--- src/rtl/y86_fetch_unit.sv ---
// Y86-64 multi-cycle byte-serial instruction fetch for the SEQ core.
// Optional address range check: define FETCH_ADDR_CHECK_EN.
module y86_fetch_unit #(
  parameter int MEM_BYTES = 601
) (
  input  logic        clk,
  input  logic        rst_n,
  input  logic        fetch_valid_i,
  output logic        fetch_ready_o,
  input  logic [63:0] pc_i,
  input  logic        flush_i,
  output logic        mem_req_o,
  output logic [63:0] mem_addr_o,
  input  logic        mem_ack_i,
  input  logic [7:0]  mem_rdata_i,
  output logic        inst_valid_o,
  input  logic        inst_ready_i,
  output logic [79:0] inst_o,
  output logic [3:0]  icode_o,
  output logic [3:0]  ifun_o,
  output logic [3:0]  rA_o,
  output logic [3:0]  rB_o,
  output logic [63:0] valC_o,
  output logic [63:0] valP_o,
  output logic        instr_invalid_o,
  output logic        imem_error_o
);

  localparam logic [1:0] S_IDLE  = 2'd0;
  localparam logic [1:0] S_FETCH = 2'd1;
  localparam logic [1:0] S_DONE  = 2'd2;

  logic [1:0]       state_q, state_d;
  logic [63:0]      pc_q, pc_d;
  logic [63:0]      addr_q, addr_d;
  logic [3:0]       cnt_q, cnt_d;
  logic [3:0]       len_q, len_d;
  logic [0:9][7:0]  ibuf_q, ibuf_d;
  logic             err_q, err_d;
  logic [3:0]       len_eff;
  logic [3:0]       cnt_inc;
  logic [3:0]       icode;
  logic             has_reg;

  function automatic logic [3:0] len_of(
    input logic [3:0] ic
  );
    logic [3:0] l;
    case (ic)
      4'h0, 4'h1, 4'h9:       l = 4'd1;
      4'h2, 4'h6, 4'hA, 4'hB: l = 4'd2;
      4'h7, 4'h8:             l = 4'd9;
      4'h3, 4'h4, 4'h5:       l = 4'd10;
      default:                l = 4'd1;
    endcase
    return l;
  endfunction

`ifdef FETCH_ADDR_CHECK_EN
  localparam logic [63:0] ADDR_MAX =
    64'(MEM_BYTES - 1);
  logic pc_bad;
  logic next_bad;
  assign pc_bad   = pc_i > ADDR_MAX;
  assign next_bad = (addr_q + 64'd1) > ADDR_MAX;
`else
  logic unused_cfg;
  assign unused_cfg = (MEM_BYTES != 0);
`endif

  assign cnt_inc = cnt_q + 4'd1;
  assign len_eff = (cnt_q == 4'd0)
                 ? len_of(mem_rdata_i[7:4])
                 : len_q;

  always_comb begin
    state_d = state_q;
    pc_d    = pc_q;
    addr_d  = addr_q;
    cnt_d   = cnt_q;
    len_d   = len_q;
    ibuf_d  = ibuf_q;
    err_d   = err_q;
    unique case (state_q)
      S_IDLE: begin
        if (fetch_valid_i) begin
          pc_d    = pc_i;
          addr_d  = pc_i;
          cnt_d   = 4'd0;
          len_d   = 4'd0;
          ibuf_d  = '0;
          err_d   = 1'b0;
          state_d = S_FETCH;
`ifdef FETCH_ADDR_CHECK_EN
          // Out-of-range pc: report a nop with the fault.
          if (pc_bad) begin
            state_d   = S_DONE;
            err_d     = 1'b1;
            ibuf_d[0] = 8'h10;
          end
`endif
        end
      end
      S_FETCH: begin
        if (flush_i) begin
          state_d = S_IDLE;
        end else if (mem_ack_i) begin
          ibuf_d[cnt_q] = mem_rdata_i;
          cnt_d  = cnt_inc;
          addr_d = addr_q + 64'd1;
          len_d  = len_eff;
          if (cnt_inc == len_eff) begin
            state_d = S_DONE;
          end
`ifdef FETCH_ADDR_CHECK_EN
          else if (next_bad) begin
            state_d   = S_DONE;
            err_d     = 1'b1;
            len_d     = 4'd0;
            ibuf_d    = '0;
            ibuf_d[0] = 8'h10;
          end
`endif
        end
      end
      S_DONE: begin
        if (flush_i || inst_ready_i) begin
          state_d = S_IDLE;
        end
      end
      default: state_d = S_IDLE;
    endcase
  end

  always_ff @(posedge clk or negedge rst_n) begin
    if (!rst_n) begin
      state_q <= S_IDLE;
      pc_q    <= '0;
      addr_q  <= '0;
      cnt_q   <= '0;
      len_q   <= '0;
      ibuf_q  <= '0;
      err_q   <= 1'b0;
    end else begin
      state_q <= state_d;
      pc_q    <= pc_d;
      addr_q  <= addr_d;
      cnt_q   <= cnt_d;
      len_q   <= len_d;
      ibuf_q  <= ibuf_d;
      err_q   <= err_d;
    end
  end

  assign icode = ibuf_q[0][7:4];

  always_comb begin
    has_reg = 1'b0;
    unique case (1'b1)
      icode == 4'h2,
      icode == 4'h3,
      icode == 4'h4,
      icode == 4'h5,
      icode == 4'h6,
      icode == 4'hA,
      icode == 4'hB: has_reg = 1'b1;
      default:       has_reg = 1'b0;
    endcase
  end

  always_comb begin
    valC_o = '0;
    case (icode)
      4'h3, 4'h4, 4'h5:
        valC_o = {ibuf_q[9], ibuf_q[8],
                  ibuf_q[7], ibuf_q[6],
                  ibuf_q[5], ibuf_q[4],
                  ibuf_q[3], ibuf_q[2]};
      4'h7, 4'h8:
        valC_o = {ibuf_q[8], ibuf_q[7],
                  ibuf_q[6], ibuf_q[5],
                  ibuf_q[4], ibuf_q[3],
                  ibuf_q[2], ibuf_q[1]};
      default: valC_o = '0;
    endcase
  end

  assign fetch_ready_o   = state_q == S_IDLE;
  assign mem_req_o       = state_q == S_FETCH;
  assign inst_valid_o    = state_q == S_DONE;
  assign mem_addr_o      = addr_q;
  assign inst_o          = ibuf_q;
  assign icode_o         = icode;
  assign ifun_o          = ibuf_q[0][3:0];
  assign rA_o            = has_reg ? ibuf_q[1][7:4]
                                   : 4'hF;
  assign rB_o            = has_reg ? ibuf_q[1][3:0]
                                   : 4'hF;
  assign valP_o          = pc_q + {60'd0, len_q};
  assign instr_invalid_o = icode > 4'hB;
  assign imem_error_o    = err_q;

endmodule
--- config.mk ---
export PLATFORM = sky130hd
export DESIGN_NAME = y86_fetch_unit
export DESIGN_NICKNAME = d
export VERILOG_FILES = /design/src/rtl/y86_fetch_unit.sv
export SDC_FILE = /design/constraint.sdc
export NUM_CORES = 1
export LEC_CHECK = 0
export CAP_MARGIN = 20
export CORE_ASPECT_RATIO = 0.8
export CORE_UTILIZATION = 43
export DETAILED_ROUTE_END_ITERATION = 16
export PLACE_DENSITY = 0.79
export SLEW_MARGIN = 20
export SYNTH_ARGS = -nofsm -noshare
export SYNTH_HDL_FRONTEND = slang
export SYNTH_SLANG_ARGS = --single-unit
--- constraint.sdc ---
create_clock -name clk -period 2.6 [get_ports clk]
set_input_delay 0.26 -clock clk [delete_from_list [all_inputs] [get_ports clk]]
set_output_delay 0.26 -clock clk [all_outputs]
set_load 0.01 [all_outputs]
# == Word level (Yosys, flattened, before mapping) ==
# Memory sizes are Yosys's and may differ from the RTL's.
# Index checks and enable logic that the tools add are counted.
# W data, S select, Z words.
# op_classes
n_addsub,3
multipliers,0
n_div,0
magnitude_cmp,3
n_eq_ne,18
shifts,0
muxes,29
bitwise,1
reduce_logical,11
# ops
op,count
$pmux W64 S2,2
$mux W80,3
$mux W64,3
$pmux W80 S2,1
$bwmux W80,1
$add A64 B1 Y64 const B,1
$add A64 B4 Y64,1
$demux W8 S4,1
$mux W4,8
$eq A4 B3 Y1 const B,4
$pmux W4 S2,2
$eq A4 B4 Y1 const B,3
$mux W2,5
$eq A4 B2 Y1 const B,2
$mux W8,1
$reduce_and A4 Y1,2
$reduce_or A7 Y1,1
$ne A3 B2 Y1 const B,2
$pmux W2 S3,1
$ge A5 B5 Y1 const B,1
$lt A5 B1 Y1 const B,1
$not A4 Y5,1
$add A4 B1 Y4 const B,1
$eq A4 B4 Y1,1
other kinds (14),16
# totals
regBits,218
latchBits,0
ram_bits,0
rom_bits,48
inputBits,78
out_inout_bits,293
wordCells,81
mem_count,1
# mem_list
memory,depth,word_bits,read_ports,rd_clocked_by_memory_dff,wr,line,text
(no name shown),16,3,1,0,0,49,case (ic)

# == Logic depth before layout (Yosys ltp) ==
# logic_depth
depth_word,9
depth_mapped,9

# == Least setup slack after synthesis ==
# Ideal clock, no wire load.
# synth_timing
kind,reg2out
startpoint,register pc_q[13]
endpoint,output valP_o[44]
arrival_ns,2.202
slack_ns,0.138
stages_incl_launch_ff,9
path_buffers,2
path_cell_list,dfrtp_1 nand4_1 or3_1 buf_2 or4_4 nor3_4 buf_6 nand4_1 xnor2_1
# synth_between
elab_chain_cells,1
# synth_rtl
item,line,text
"start, declared",34,"logic [63:0] pc_q, pc_d;"
"start signal, assigned",146,pc_q <= pc_d;
$add A64 B4 Y64,199,"assign valP_o = pc_q + {60'd0, len_q};"
"end, declared",24,"output logic [63:0] valP_o,"
# No other way between the ends.

# == Worst setup path in the final report ==
# layout_timing
startpoint,register pc_q[0]
endpoint,output valP_o[56]
# The elaborated chain is that of the path after synthesis.

==> results_dict.tcl <==
set metrics [dict create \
    worstMarginPinSlew_ps 674 \
    synth_top_family_by_area "simple AND/OR/NAND/NOR gates" \
    worstSetupStartpointType "register" \
    start_util 0.440 \
    failed_checks "negative setup slack" \
    crit_chain "ha_2, fa_2, a21o_1, a21oi_2, nand2b_4, nand4bb_1, buf_6, or4_4, xnor2_2, buf_2" \
    power_mw 19.4 \
    slowest_stage "or4_4" \
    fmax_ghz 0.328 \
    cts_made_buffers 24 \
    max_stage_delay_ps 430 \
    syn_nets 1435 \
    peakVddDrop_mv 0.790 \
    die_area_sq_um 28800 \
    yosysTopAreaCell "dfrtp_1" \
    grt.total_usage 0.328 \
    io_pins 371 \
    drive_gt1_frac 0.239 \
    htree_levels 1 \
    path_max_fanout 5 \
    fin_util 0.676 \
    drv_slew 0 \
    outcome "finished with violations" \
    grt_max_degree 65 \
    postSynthCellCount 1347 \
    syn_to_final_growth_pct 53.5 \
    io_buffers 369 \
    hold_path_class "input pin to register" \
    hpwlAfterDp_um 33000 \
    synthAdderAreaFrac 0.0110 \
    synth_top_area_share 0.452 \
    clock-sinks 218 \
    overflow 0 \
    fin_ws_ps -446 \
    synthDistinctLibCells 66 \
    synth.avg_cell_area_sq_um 8.97 \
    hold_viol 0 \
    critPathArrivalTime_ps 2790 \
    synth_compound_area_frac 0.213 \
    rows 54 \
    syn-cell-area_sq_um 12100 \
    finClkSkew_ps 8.08 \
    leakagePower_nw 8.57 \
    fin_hold_ws_ps 318 \
    antenna_found_initial 4 \
    final_common_cell "nand2_1" \
    ant_nets 0 \
    relSlewSlack 0.549 \
    grt_setup_unrepaired "true" \
    endpoint "valP_o[56]" \
    viasPerCell 6.04 \
    synthArstFlopShare 1.00 \
    ff2ff_setup_slack_ps 210 \
    setup_viol 59 \
    yosys_warnings 0 \
    synth_flop_cell "dfrtp_1" \
    gp_congestion 0.928 \
    wl_per_cell_um 22.1 \
    r2r-end "mem_addr_o[40]" \
    synth_area_leaders "dfrtp_1, a22o_1, nand2_1, xnor2_1, nand3_1" \
    firstDrtPassIters 8 \
    critPathLaunch "pc_q[0]" \
    timing.final.crit_period_ps 3050 \
    synth-seq-cells 218 \
    p_per_area_nw_per_um2 1050 \
    synth-xor-area-share 0.0479 \
    wl_um 49000 \
    root_buffer "clkbuf_16" \
    vias 13300 \
    grt_pass1_vias 12700 \
    nets 1914 \
    drc 0 \
    r2r_cells 7 \
    clk_latency_ps 520 \
    required_ps 2340 \
    maxCapViolations 0 \
    period_share 1.17 \
    ys_seq_area_frac 0.452 \
    min_from "pc_i[12]" \
    cts_tree "yes" \
    synth-simple-area-share 0.228 \
    drtIter0Drc 1364 \
    path_class "register to output pin" \
    layout_common_cells "nand2_1, clkdlybuf4s50_1, dfrtp_1" \
    grt_pass1_wl_um 74800 \
    synth_mux_area_frac 0.00756 \
    fp.dieH_um 152 \
    synth_edf_count 0 \
    die_width_um 189 \
    r2r_start "mem_addr_o[9]" \
    crit_path_end_kind "output pin" \
    clk_path_buf_depth 3 \
    pre_cts_ws_ps -531 \
    clk_pin_slew_ps 60 \
    core_sq_um 27400 \
]
-- sequential cells by signal, summed over array words and instances, names as in the netlist --
register,count
icode_o,4
mem_addr_o,64
state_q,2
len_q,4
inst_o,72
cnt_q,4
pc_q,64
ifun_o,4
-- repair_timing --
| item | CTS | global route |
|---|---|---|
| gates resized for setup | 498 | 139 |
| endpoints found under the setup margin | 134 | 121 |
| endpoints found under the hold margin | 59 | 0 |
| hold buffers | 1 | 0 |
| pin swaps | 45 | 69 |
| cloned | 8 | 3 |
| setup buffers | 37 | 14 |
-- metal layers --
layer / global-route usage / wire, um / vias up
li1: - / - / 5882
met1: 0.468 / 20700 / 6604
met2: 0.498 / 21900 / 735
met3: 0.0559 / 4420 / 125
met4: 0.125 / 1930 / 0
met5: 0 / 0 / -
-- worst max-delay path: cells and delay by family, from the launching register on --
family | cells | cell delay [ps]
buffers and inverters | 2 | 320
AO/OA/AOI/OAI | 2 | 210
adder cells (fa/ha/maj) | 2 | 420
flip-flops | 1 | 370
AND/OR/NAND/NOR | 3 | 810
XOR/XNOR | 1 | 140
-- cell families after synthesis --
kind of cell / after synthesis
compound gates: 343
fa+ha+maj: 10
simple gates: 581
buf+inv: 119
other cells: 1
xor+xnor: 66
mux: 9
flops: 218
-- power by group --
part	internal, mW	switching (mW)
Sequential	4.47	1.24
Combinational	4.69	5.41
Clock	2.22	1.42
Total	11.4	8.07
-- how the worst min path moves through the flow --
stage,to,cells after the start
2_1_floorplan,cnt_q[0],0
3_3_place_gp,pc_q[12],1
3_5_place_dp,pc_q[20],1
4_1_cts,pc_q[12],3
5_1_grt,pc_q[63],3
6_report,pc_q[12],3
-- cell usage after synthesis, drive strengths merged, types with 3 or more instances --
cell type	count
clkbuf	61
a211oi	3
nand2	278
xnor2	49
a32o	25
nor4	7
and4	10
and3	25
o311ai	14
dfrtp	218
or3	4
inv	22
o22ai	16
a21o	7
buf	36
nor2b	3
or2	12
o22a	7
or4	4
nand4	47
a21oi	57
nor3	25
nand3	67
a31oi	9
a22oi	3
nor2	69
a2bb2oi	9
and2	13
nand2b	6
o21a	7
o211ai	7
mux2i	8
o21ai	42
xor2	17
a22o	121
a211o	3
ha	9
-- per-stage QoR --
step                std cells  cell area, sq um  setup TNS [ps]
floorplan                1347             12100               0
global placement         2110             16900          -10890
detailed placement       2110             16900          -14780
CTS                      2199             18200          -18630
global route             2210             18500          -25710
finish                   2211             18500          -19070
-- cell type report --
| cell class | count | area [sq um] |
|---|---|---|
| Antenna cell | 4 | 10.0 |
| Clock buffer | 35 | 723 |
| Clock inverter | 8 | 118 |
| Fill cell | 2152 | 8890 |
| Inverter | 22 | 85.1 |
| Multi-Input combinational cell | 1011 | 6730 |
| Sequential cell | 218 | 5460 |
| Tap cell | 364 | 455 |
| Timing Repair Buffer | 549 | 4970 |
Power figures use the tool's default switching activity.
